## config.mk

```make
export PLATFORM = sky130hd
export DESIGN_NAME = y86_fetch_aligner
export DESIGN_NICKNAME = d
export VERILOG_FILES = /design/src/rtl/y86_fetch_aligner.sv
export SDC_FILE = /design/constraint.sdc
export NUM_CORES = 1
export LEC_CHECK = 0
export ABC_AREA = 1
export CAP_MARGIN = 20
export CORE_UTILIZATION = 25
export CTS_CLUSTER_DIAMETER = 30
export DETAILED_ROUTE_END_ITERATION = 16
export PLACE_DENSITY = 0.48
export SYNTH_ARGS = -nofsm -noshare
export SYNTH_HDL_FRONTEND = slang
export SYNTH_SLANG_ARGS = --single-unit
export TNS_END_PERCENT = 100
```

## constraint.sdc

```tcl
create_clock -name clk -period 5.8 [get_ports clk]
set_input_delay 1.45 -clock clk [delete_from_list [all_inputs] [get_ports clk]]
set_output_delay 1.45 -clock clk [all_outputs]
set_load 0.1 [all_outputs]
```

## src/rtl/y86_fetch_aligner.sv

```systemverilog
// Instruction-fetch aligner: fills a 12-byte queue from word-wide instruction memory and
// hands out 4-byte MIPS words or 1/2/5/6-byte Y86 instructions over a valid/ready handshake.
module y86_fetch_aligner #(
    parameter logic [31:0] RESET_PC   = 32'h0000_0000,
    parameter logic        RESET_MODE = 1'b0
) (
    input  logic        clk,
    input  logic        resetn,
    output logic        imem_req,
    output logic [31:0] imem_addr,
    input  logic        imem_rvalid,
    input  logic [31:0] imem_rdata,
    input  logic        redirect,
    input  logic [31:0] redirect_pc,
    input  logic        redirect_mode,
    output logic        inst_valid,
    input  logic        inst_ready,
    output logic [47:0] inst,
    output logic [31:0] inst_pc,
    output logic [31:0] next_inst_pc,
    output logic        mode,
    output logic        inst_bad
);
    logic [95:0] r_queue;
    logic [3:0]  r_count;
    logic [31:0] r_cur_pc;
    logic        r_mode;
    logic        r_pending;
    logic        r_drop;
    logic [1:0]  r_off;

    logic [2:0]  w_len;
    logic        w_bad;
    logic [47:0] w_len_mask;
    logic        w_inst_valid;
    logic        w_xfer;
    logic        w_req;
    logic        w_append;
    logic [31:0] w_fill_addr;
    logic [95:0] w_queue_c;
    logic [3:0]  w_count_c;
    logic [31:0] w_rdata_sh;
    logic [2:0]  w_app_n;
    logic [95:0] w_append_bits;

    // Instruction length and validity from queue byte 0 and the current mode
    always_comb begin
        w_len = 3'd4;
        w_bad = 1'b0;
        if (r_mode) begin
            case (r_queue[7:4])
                4'h0, 4'h1, 4'h9:       w_len = 3'd1;
                4'h2, 4'h6, 4'hA, 4'hB: w_len = 3'd2;
                4'h7, 4'h8:             w_len = 3'd5;
                4'h3, 4'h4, 4'h5:       w_len = 3'd6;
                default: begin
                    w_len = 3'd1;
                    w_bad = 1'b1;
                end
            endcase
        end else begin
            w_len = 3'd4;
            w_bad = (r_cur_pc[1:0] != 2'b00);
        end
    end

    // Byte mask that zeroes everything past the instruction length
    always_comb begin
        w_len_mask = 48'h0000_0000_0000;
        case (w_len)
            3'd1:    w_len_mask = 48'h0000_0000_00FF;
            3'd2:    w_len_mask = 48'h0000_0000_FFFF;
            3'd4:    w_len_mask = 48'h0000_FFFF_FFFF;
            3'd5:    w_len_mask = 48'h00FF_FFFF_FFFF;
            3'd6:    w_len_mask = 48'hFFFF_FFFF_FFFF;
            default: w_len_mask = 48'h0000_0000_0000;
        endcase
    end

    assign w_inst_valid = (r_count >= {1'b0, w_len}) && !redirect;
    assign w_xfer       = w_inst_valid && inst_ready;
    assign w_fill_addr  = r_cur_pc + {28'd0, r_count};
    // Requests depend only on registered state and redirect, never on inst_ready
    assign w_req        = resetn && !r_pending && (r_count <= 4'd8) && !redirect;
    assign w_append     = imem_rvalid && r_pending && !r_drop;

    // Bytes above r_count are always zero, so the append can be OR-ed into place
    assign w_queue_c     = w_xfer ? (r_queue >> {w_len, 3'b000}) : r_queue;
    assign w_count_c     = w_xfer ? (r_count - {1'b0, w_len}) : r_count;
    assign w_rdata_sh    = imem_rdata >> {r_off, 3'b000};
    assign w_app_n       = 3'd4 - {1'b0, r_off};
    assign w_append_bits = {64'd0, w_rdata_sh} << {w_count_c, 3'b000};

    // Queue, PC, mode and outstanding-read bookkeeping
    always_ff @(posedge clk or negedge resetn) begin
        if (!resetn) begin
            r_queue   <= 96'd0;
            r_count   <= 4'd0;
            r_cur_pc  <= RESET_PC;
            r_mode    <= RESET_MODE;
            r_pending <= 1'b0;
            r_drop    <= 1'b0;
            r_off     <= 2'd0;
        end else if (redirect) begin
            r_queue   <= 96'd0;
            r_count   <= 4'd0;
            r_cur_pc  <= redirect_pc;
            r_mode    <= redirect_mode;
            r_pending <= r_pending && !imem_rvalid;
            r_drop    <= r_pending && !imem_rvalid;
        end else begin
            r_cur_pc <= w_xfer ? (r_cur_pc + {29'd0, w_len}) : r_cur_pc;
            if (w_append) begin
                r_queue <= w_queue_c | w_append_bits;
                r_count <= w_count_c + {1'b0, w_app_n};
            end else begin
                r_queue <= w_queue_c;
                r_count <= w_count_c;
            end
            if (w_req) begin
                r_pending <= 1'b1;
                r_off     <= w_fill_addr[1:0];
            end else if (imem_rvalid) begin
                r_pending <= 1'b0;
            end else begin
                r_pending <= r_pending;
            end
            r_drop <= imem_rvalid ? 1'b0 : r_drop;
        end
    end

    assign imem_req     = w_req;
    assign imem_addr    = {w_fill_addr[31:2], 2'b00};
    assign inst_valid   = w_inst_valid;
    assign inst         = w_inst_valid ? (r_queue[47:0] & w_len_mask) : 48'd0;
    assign inst_pc      = r_cur_pc;
    assign next_inst_pc = r_cur_pc + {29'd0, w_len};
    assign mode         = r_mode;
    assign inst_bad     = w_inst_valid && w_bad;

endmodule

```

**Word level (Yosys, flattened, before mapping)**

Cells that the tools add are included.
Widths: inputs -> output; s select.

- Equal/unequal tests: 16
- Shift-type cells: 3
- Reduce and logical (&&, ||, !) cells: 23
- Multiplexer cells: 18
- Magnitude comparators: 2
- Bitwise gates (word level): 3
- $add $sub $neg: 5

Operators with widths:

| operator | count |
|---|---|
| $mux 96 | 3 |
| $pmux 48 s5 | 1 |
| $or 96x96->96 | 1 |
| $shl 32x7->96 | 1 |
| $shr 96x6->96 | 1 |
| $mux 32 | 2 |
| $and 48x48->48 | 1 |
| $mux 48 | 1 |
| $add 32x3->32 | 1 |
| $add 32x4->32 | 1 |
| $shr 32x5->32 | 1 |
| $eq 4x3->1 const B | 4 |
| $eq 4x4->1 const B | 4 |
| $mux 4 | 3 |
| $reduce_or 12->1 | 1 |
| $eq 3x3->1 const B | 3 |
| $logic_and 1x1->1 | 9 |
| $pmux 3 s3 | 1 |
| $eq 4x2->1 const B | 2 |
| $mux 1 | 6 |
| $reduce_bool 2->1 | 3 |
| $add 4x3->4 | 1 |
| $eq 4x1->1 const B | 1 |
| $ge 4x3->1 | 1 |
| 14 further kinds | 17 |

- Bits in registers: 137
- Logic and storage cells: 77
- Input port bits: 70

**Depth between registers and ports, before layout**

- Depth after elaboration: 12
- Mapped depth: 29

**Least setup slack after synthesis**

OpenSTA, ideal clock, no wires.

- Path type: register to output
- Start: register r_mode, in the netlist mode
- End: output inst[43]
- Buffers on the path: 4
- Stages on the path, launching flop included: 16
- Required time: 4.350 ns
- Data arrival time: 5.138 ns
- Slack: -0.788 ns
- Cell sequence: dfrtp_1 > buf_2 > clkinv_1 > nor2_1 > buf_2 > buf_2 > ha_1 > inv_1 > nor2_1 > nand2_1 > nand2_2 > nand2_1 > nor2_1 > clkinv_1 > clkbuf_1 > nor3_1

- Cells in the longest elaborated chain, start to end: 5

RTL lines:

| element | line | source |
|---|---|---|
| from (decl) | 27 | `logic r_mode;` |
| from (signal assigned) | 108 | `r_mode <= redirect_mode;` |
| $mux 3 * | 50 | `if (r_mode) begin` |
| $eq 3x3->1 (tied with other cells) | 70 | `case (w_len)` |
| $pmux 48 s5 | 70 |  |
| $and 48x48->48 | 135 | `assign inst = w_inst_valid ? (r_queue[47:0] & w_len_mask) : 48'd0;` |
| $mux 48 * | 135 |  |
| to (decl) | 18 | `output logic [47:0] inst,` |

Every way passes the cells marked *; elsewhere a longest branch is shown, timed or not.

**Worst setup path in the final report**

- Start: register r_queue[5]
- End: output inst[38]

- Cells in the longest elaborated chain, start to end: 8

RTL lines:

| element | line | source |
|---|---|---|
| from (decl) | 24 | `logic [95:0] r_queue;` |
| from (signal assigned) | 114 | `r_queue <= w_queue_c \| w_append_bits;` |
| from (signal assigned) | 117 | `r_queue <= w_queue_c;` |
| $eq 4x2->1 (tied with other cells) | 51 | `case (r_queue[7:4])` |
| $reduce_or 4->1 (tied with other cells) | 51 |  |
| $pmux 3 s3 * | 51 |  |
| $mux 3 * | 50 |  |
| $eq 3x3->1 (tied with other cells) | 70 |  |
| $pmux 48 s5 | 70 |  |
| $and 48x48->48 | 135 |  |
| $mux 48 * | 135 |  |

Marked as above.

==> summary.md <==
| Metric | Value |
|---|---|
| Status | `completed` |
| Resized Gates After CTS | `0` |
| Post-cts hold buffer count | `0` |
| Post-Syn Area | `12,200 um2` |
| GRT Total Usage | `22.8%` |
| Fin worst setup slack | `0.440 ns` |
| Design area | `15,900 um2` |
| Initial Util | `25.4%` |
| Number of synthesized flops with an enable pin | `0` |
| GRT busiest layer | `met1` |
| Chip Width | `222 um` |
| Clk sinks | `137` |
| Critical path endpoint category | `output port` |
| Core area | `47,800 um2` |
| Lkg Pwr | `6.75 nW` |
| Gr ovfl total | `0` |
| Routed Antenna Nets | `0` |
| Number of buffers created by CTS | `17` |
| Mean Syn Cell Area | `6.26 um2` |
| Worst path buffer plus inverter count | `5` |
| Met3 Usage GRT | `4.84%` |
| Final nets | `2,127` |
| DRT iter0 DRCs | `1,298` |
| Port Buf Inserts | `215` |
| FMAX | `187 MHz` |
| CP Cell Sequence | `nor2_1 -> nand3_1 -> nand3_1 -> inv_1 -> ha_1 -> nand2_1 -> inv_1 -> nand2_1 -> nand2_2 -> nand2_1 -> nor2_1 -> clkinv_1 -> buf_4 -> nor3_1 -> buf_12` |
| Htree depth | `4` |
| Final Hold Fails | `0` |
| PwrDens | `688 nW/um2` |
| Pre-antenna DRT Iters | `7` |
| Worst min-delay path startpoint | `r_queue[94]` |
| Distinct cells, synth | `43` |
| Post-CTS Setup Bufs | `0` |
| Max-slew headroom | `31.5%` |
| Placed cell count | `2,635` |
| Share of cells above drive strength 1 | `9.84%` |
| Seq cells post-synth | `137` |
| Non-Filler Instances | `2,668` |
| Synth async-reset ratio | `100%` |
| Synth Flop Type | `dfrtp_1` |
| DR WL/cell | `21.4 um` |
| CP startpoint | `r_queue[5]` |
| Syn. warnings | `0` |
| P&R area growth vs syn | `31.0%` |
| Setup violators final | `0` |
| Die Ht | `222 um` |
| RSZ-0062 raised after global routing | `no` |
| WL final | `57.0 mm` |
| Register area | `3430 um2` |
| GR Layer Usage met1 | `33.5%` |
| Footprint of the multi-input gates | `7360 um2` |
| DR DRC count | `0` |
| Slowest stage delay, CP | `0.42 ns` |
| Worst Tran Pin Value | `1.02 ns` |
| Max cap viols | `0` |
| Total die area | `49,500 um2` |
| DP Area | `15,300 um2` |
| Deepest clock path buffer count | `2` |
| Root Buffer | `clkbuf_16` |
| Final worst-path cycle share | `92.4%` |
| Crit Path Category | `flop to output port` |
| Clk_lat worst skew | `0.44 ns` |
| Placer congestion estimate | `0.907` |
| Filler Cells Inserted | `5,195` |
| Setup_tns | `0 ns` |
| Final critical-path required period | `5.36 ns` |
| Crit-path leading delay family | `simple AND/OR/NAND/NOR gates` |
| Hold Path Class | `flop to flop` |
| Most common cell on crit path | `nand2_1` |
| Slew Viols, Final | `0` |
| Largest net degree at the start of global routing | `66` |
| Met2 global-route usage | `32.8%` |
| Worst Path Arrival | `3.91 ns` |
| CP max-delay cell | `dfrtp_1` |
| Worst Path Required | `4.35 ns` |
| Diode count | `0` |
| Standard-cell rows | `80` |
| Fin Clk Skew | `0.0104 ns` |
| Vias per inst | `5.28` |
| Peak VDD IR | `444 uV` |
| Core Util, Final | `33.3%` |
| Overall power | `11.0 mW` |
| Ports | `218` |
| Detailed placer's ending HPWL | `41.9 mm` |
| Initial antenna violation count | `0` |
| Number of global-route vias before repair | `13,052` |
| Via count | `14,093` |
| Reg-to-reg critical path startpoint | `r_queue[6]` |
| CP startpoint kind | `flop` |
| Clk pin slew, worst setup/hold paths | `0.06 ns` |
| Critical Path Fanout Max | `26` |
| First-pass GRT wire length | `86.1 mm` |
| Final hold slack | `0.549 ns` |
| Post-Syn Instances | `1,940` |
| Pre-CTS WS | `0.829 ns` |
| Register area share after synthesis | `28.2%` |
| CTS tree | `built` |
cell families after synthesis:
kind of cell	share of synthesized area [%]
fa+ha+maj	1.94
buf+inv	12.3
flops	28.2
compound gates	19.7
xor+xnor	4.40
other cells	0.0309
simple gates	33.4
routing by layer:
| metal | part of all wire (%) | vias up |
|---|---|---|
| li1 | - | 6566 |
| met1 | 46 | 6775 |
| met2 | 42 | 685 |
| met3 | 8.6 | 67 |
| met4 | 2.7 | 0 |
| met5 | 0 | - |
cells in the mapped netlist (2+ instances only):
library cell	number	share of area, %
o21ai_1	9	0.37
o21a_1	4	0.25
nand3_1	160	6.6
nor4_1	2	0.10
o21ai_0	82	3.4
dfrtp_1	137	28
nor3_1	23	0.95
nand3b_1	3	0.19
inv_1	178	5.5
a21boi_0	2	0.12
buf_1	7	0.22
xor2_1	52	3.7
buf_4	33	2.0
clkinv_1	3	0.093
buf_2	46	1.9
nand2_1	544	17
nor2_4	2	0.19
nand4_1	19	0.98
a22oi_1	32	2.0
buf_6	2	0.19
o22ai_1	54	2.8
ha_1	14	1.4
nand2_2	4	0.21
xnor2_1	9	0.65
a21oi_1	138	5.7
o221ai_1	27	1.9
fa_1	3	0.49
and2_1	6	0.31
o211ai_1	46	2.8
or2_2	5	0.26
inv_2	7	0.22
a31oi_1	2	0.10
clkbuf_1	69	2.1
nor2_1	207	6.4
sequential cells by signal, summed over array words and instances, names as in the netlist:
name and count:
inst_pc 32, mode 1, r_count 4, r_drop 1, r_off 2, r_pending 1, r_queue 96
final cells by class:
class,count,area share (%)
Multi-Input combinational cell,1458,46.2
Timing Repair Buffer,237,19.4
Inverter,189,4.46
Clock buffer,26,3.20
Clock inverter,6,0.393
Sequential cell,137,21.5
Tap cell,615,4.83
worst reg2reg max path: stages (launching register included):
cell and delay, ns:
dfrtp_1 0.42, inv_1 0.12, nor2_1 0.06, nand2_1 0.06
nand2_1 0.18, nor2_4 0.17, ha_1 0.18, inv_1 0.06
fa_1 0.43, nand2_1 0.08, nand2_1 0.05, inv_1 0.06
nand2_2 0.10, nand3_4 0.22, inv_2 0.21, nand2_1 0.10
buf_4 0.44, clkinv_1 0.94, o211ai_1 0.49, nand3_1 0.12
a21oi_1 0.20
path summary, 6_finish.rpt:
kind                               endpoint  slack [ns]  depth (start not counted)
worst min-delay path            r_queue[94]        0.55                          2
min in group asynchronous       r_queue[21]        0.91                          1
worst min register to register  r_queue[94]        0.55                          2
worst max-delay path               inst[38]        0.44                         15
worst max register to register  r_queue[27]        1.01                         20
max in group asynchronous              mode        3.53                          2
power breakdown:
group | total, mW | switching (mW) | internal [mW]
clock | 1.10 | 0.457 | 0.646
combinational | 8.20 | 6.05 | 2.14
sequential | 1.66 | 0.409 | 1.25
placed cells by master (no fill, tap or decap), drive strengths merged:
cell,n
xor2,52
nor4b,1
a31oi,2
o21a,4
buf,131
nand4,20
nor3,24
nor2,209
a21oi,138
and2,6
a21boi,2
inv,185
conb,2
ha,14
nor4,2
o21ai,92
fa,3
o221ai,27
clkbuf,26
nand2,548
clkinvlp,3
dfrtp,137
nand3b,3
o22ai,54
nand3,162
o211ai,46
a311oi,1
clkdlybuf4s50,106
bufinv,1
or2,5
xnor2,9
clkinv,6
a22oi,32
Note: power is estimated with default switching activity, not from simulation.
